==> src/rtl/hazarddetect.sv <==
// rtl/hazarddetect.sv - semiMIPS hazard detection: load-use stall, memwait freeze, branch flush.
// Optional statistics counters (stallcnt/flushcnt) are built when HAZARD_STATS_EN is defined.
module hazarddetect #(
    parameter int REGW = 5
`ifdef HAZARD_STATS_EN
    , parameter int CNTW = 16
`endif
) (
    input  logic            clk,
    input  logic            rst,
    input  logic [REGW-1:0] idrs,
    input  logic [REGW-1:0] idrt,
    input  logic            idusert,
    input  logic            exmemrd,
    input  logic [REGW-1:0] exrt,
    input  logic            memwait,
    input  logic            brtaken,
    output logic            ctrlsig,
    output logic            pcwrite,
    output logic            ifidwrite,
    output logic            ifidflush,
    output logic            exmemflush,
    output logic            exmemwrite
`ifdef HAZARD_STATS_EN
    , output logic [CNTW-1:0] stallcnt
    , output logic [CNTW-1:0] flushcnt
`endif
);

    typedef enum logic [1:0] {
        RUN       = 2'd0,
        WAIT      = 2'd1,
        FLUSHPEND = 2'd2
    } state_t;

    state_t state;
    logic   pending;
    logic   loaduse;
    logic   flush;
    logic   stall;

    always_comb begin
        loaduse = exmemrd && (exrt != '0) &&
                  ((exrt == idrs) || (idusert && (exrt == idrt)));
        // A branch seen while still in WAIT is only remembered; it flushes from FLUSHPEND.
        flush   = !memwait && ((state == FLUSHPEND) || ((state == RUN) && brtaken));
        stall   = !memwait && !flush && loaduse;
    end

    always_comb begin
        ctrlsig    = 1'b0;
        pcwrite    = 1'b1;
        ifidwrite  = 1'b1;
        ifidflush  = 1'b0;
        exmemflush = 1'b0;
        exmemwrite = 1'b1;
        if (rst) begin
            ctrlsig    = 1'b1;
            pcwrite    = 1'b0;
            ifidwrite  = 1'b0;
            ifidflush  = 1'b1;
            exmemflush = 1'b1;
            exmemwrite = 1'b0;
        end else if (memwait) begin
            pcwrite    = 1'b0;
            ifidwrite  = 1'b0;
            exmemwrite = 1'b0;
        end else if (flush) begin
            ctrlsig    = 1'b1;
            ifidflush  = 1'b1;
            exmemflush = 1'b1;
        end else if (stall) begin
            ctrlsig    = 1'b1;
            pcwrite    = 1'b0;
            ifidwrite  = 1'b0;
        end
    end

    always_ff @(posedge clk) begin
        if (rst) begin
            state   <= RUN;
            pending <= 1'b0;
        end else begin
            case (state)
                WAIT: begin
                    if (memwait) begin
                        pending <= pending | brtaken;
                    end else begin
                        state   <= (pending || brtaken) ? FLUSHPEND : RUN;
                        pending <= 1'b0;
                    end
                end
                default: begin
                    state   <= memwait ? WAIT : RUN;
                    pending <= 1'b0;
                end
            endcase
        end
    end

`ifdef HAZARD_STATS_EN
    always_ff @(posedge clk) begin
        if (rst) begin
            stallcnt <= '0;
            flushcnt <= '0;
        end else begin
            if ((memwait || stall) && (stallcnt != '1)) begin
                stallcnt <= stallcnt + 1'b1;
            end
            if (flush && (flushcnt != '1)) begin
                flushcnt <= flushcnt + 1'b1;
            end
        end
    end
`endif

endmodule

==> config.mk <==
export PLATFORM = sky130hd
export DESIGN_NAME = hazarddetect
export DESIGN_NICKNAME = d
export VERILOG_FILES = /design/src/rtl/hazarddetect.sv
export SDC_FILE = /design/constraint.sdc
export NUM_CORES = 1
export LEC_CHECK = 0
export CAP_MARGIN = 20
export CORE_AREA = 4 4 41 43
export CTS_BUF_LIST = sky130_fd_sc_hd__clkbuf_16
export DETAILED_ROUTE_END_ITERATION = 12
export DIE_AREA = 0 0 45 47
export PLACE_DENSITY_LB_ADDON = 0.12
export REMOVE_ABC_BUFFERS = 1
export SLEW_MARGIN = 0
export SYNTH_ARGS = -nofsm -noshare
export SYNTH_HDL_FRONTEND = slang
export SYNTH_SLANG_ARGS = --single-unit
==> constraint.sdc <==
create_clock -name clk -period 1.35 [get_ports clk]
set_input_delay 0.27 -clock clk [delete_from_list [all_inputs] [get_ports clk]]
set_output_delay 0.27 -clock clk [all_outputs]
set_load 0.005 [all_outputs]
==> results_dict.tcl <==
set metrics [dict create \
    instances_no_fill 84 \
    crit_path_start_kind "flop" \
    power_density_nw_per_um2 1090 \
    synthTopCellsByCount "xnor2_1 (10), dfxtp_1 (3)" \
    synth_area_um2 278 \
    clock_latency_ns 0.22 \
    endpoint_kind "output pin" \
    min_period_ns 1.43 \
    synth_cells 34 \
    numCtsBuffers 3 \
    vdd_drop_max_mv 0.688 \
    grt_use_total_pct 10.3 \
    setup_slack_ns -0.0763 \
    synth_top_area_share_pct 31.5 \
    start_util_pct 21.3 \
    finalHoldViolCount 0 \
    antenna_found_initial 0 \
    cts_max_level 1 \
    ant_nets 0 \
    routed_wl_um 918 \
    yosysMostFrequentCell "xnor2_1" \
    violations "setup timing" \
    worstHoldPathType "input pin to flop" \
    max_freq_mhz 701 \
    regArea_um2 62.6 \
    vias_per_cell 4.23 \
    fin_nets 91 \
    route.detailed.drc 0 \
    die_x_um 45 \
    synth_area_per_cell_um2 8.17 \
    drt_pass1_iterations 4 \
    synth_edf_count 0 \
    die_height_um 47 \
    arrival_ns 1.16 \
    status "finished with violations" \
    crit_type "flop to output pin" \
    wl_per_cell_um 10.9 \
    slew_viol_final 0 \
    relSlewSlack_pct 83.2 \
    dp_slack_ns -0.780 \
    synth.largest_area_cell "xnor2_1" \
    synth_cell_types 17 \
    worstPathMaxFanout 2 \
    setup-tns-final_ns -0.174 \
    placed_area_um2 564 \
    ys_ff_latch 3 \
    gp_routability_congestion 0.726 \
    drtIter0Drc 2 \
    overflow 0 \
    cts.clk_slew.worst_paths_ns 0.03 \
    clockBufferDepth 2 \
    final.setup_skew_ns 0.00218 \
    rrSetupSlack_ns 0.65 \
    io_buffer_count 26 \
    async_flop_share_pct 0 \
    n_fill_cell 152 \
    yosys-top-cells-area "xnor2_1 (32%), dfxtp_1 (22%), buf_4 (5.4%), o21bai_1 (5.4%), nor2b_1 (4.5%)" \
    antennaDiodeCount 0 \
    multi_input_area_um2 224 \
    final_area_um2 638 \
    root_buffer "clkbuf_16" \
    setup_viol 5 \
    fin_crit_sh_pct 106 \
    grt_max_degree 5 \
    drive_gt1_share_pct 47.8 \
    die-area_um2 2120 \
    grt_pass1_vias 367 \
    hpwlAfterDp_um 694 \
    core_um2 1300 \
    reg2regPathDepth 3 \
    grt_pass1_wl_mm 1.49 \
    pin_count 27 \
    rows 13 \
    worstPathRequired_ns 1.08 \
    cts_sinks 3 \
    synth-main-ff-cell "dfxtp_1" \
    rsz0062_at_grt "yes" \
    cap_viol_max_count 0 \
    place_inst 76 \
    cts_tree "done" \
    total_power_uw 696 \
    worst_slew_pin_slew_ns 0.250 \
    area_delta_synth_final_pct 130 \
    synth.yosys.seq_area_share_pct 21.6 \
    yosys_warnings 0 \
    routed-via-count 355 \
    p_leak_nw 0.283 \
    holdPathStages 3 \
]
==> metal layers <==
| metal | vias up | global-route usage (%) | part of all wire, % |
|---|---|---|---|
| met5 | - | 0 | 0 |
| met4 | 0 | 3.51 | 0 |
| met3 | 0 | 7.28 | 15 |
| met2 | 18 | 15.8 | 44 |
| met1 | 150 | 11.1 | 41 |
| li1 | 187 | - | - |
==> report_power, final <==
part,leakage [nW],switching [mW],total [mW],internal (mW)
logic,0.216,0.0538,0.144,0.0903
clock network,0.0423,0.0763,0.458,0.381
registers,0.0253,0.00141,0.0938,0.0924
total,0.283,0.132,0.696,0.564
==> repair_timing <==
item                       4_1_cts  5_1_grt
hold buffers                     0        0
gates cloned                     0        0
pin swaps                       21        2
setup endpoints to repair        6        6
buffers inserted                 4        0
gates resized for setup         80        4
==> placed cells by master (no fill, tap or decap) <==
master,instances
a21boi_2,1
a21o_1,1
a21oi_2,1
buf_2,10
buf_4,7
buf_6,2
clkbuf_16,3
clkbuf_2,2
clkdlybuf4s15_1,6
clkdlybuf4s15_2,1
dfxtp_1,1
dfxtp_2,2
dlygate4sd2_1,5
inv_1,2
nand2_1,2
nand3_1,1
nand3b_1,1
nand4_1,1
nor2_1,1
nor2_2,1
nor2b_1,2
nor3_1,2
o211ai_1,1
o21bai_2,1
o21bai_4,1
o22ai_2,1
xnor2_1,10
==> layout make-up <==
class,instances,share of cell area [%]
clock inverters,1,0.588
well taps,15,2.94
inverters,1,0.588
clock buffers,3,11.8
flip-flops and latches,3,9.80
repair buffers,33,39.2
multi-input cells,28,35.1
==> registers in the layout, summed over array words and instances, names as in the netlist <==
| signal | flops |
|---|---|
| pending | 1 |
| state | 2 |
==> cells by family (layout without fill, tap and decap cells) <==
kind of cell           Yosys count  after routing  share of synthesized area, %
flip-flops                       3              3                          21.6
buffers and inverters            3             38                          6.75
AO/OA/AOI/OAI                    7              7                          19.8
AND/OR/NAND/NOR                 11             11                          20.3
XOR/XNOR                        10             10                          31.5
==> stage by stage <==
stage          util, %  hold slack, ns
6_report          49.0           0.442
5_1_grt           49.0           0.502
4_1_cts           49.3           0.471
3_3_place_gp      43.4           0.516
3_5_place_dp      43.4           0.509
2_1_floorplan        -           0.347
==> critical path, stage by stage (launching register included) <==
cell and delay, ns:
dfxtp_2 0.32, o21bai_4 0.13, o21bai_2 0.10, buf_4 0.13, a21o_1 0.14, buf_2 0.12
==> final timing paths <==
kind,startpoint,to
max,state[1],ctrlsig
min,brtaken,pending
max reg2reg,state[1],state[1]
min reg2reg,state[0],state[1]
No activity file was read; power rests on OpenSTA's default activity.
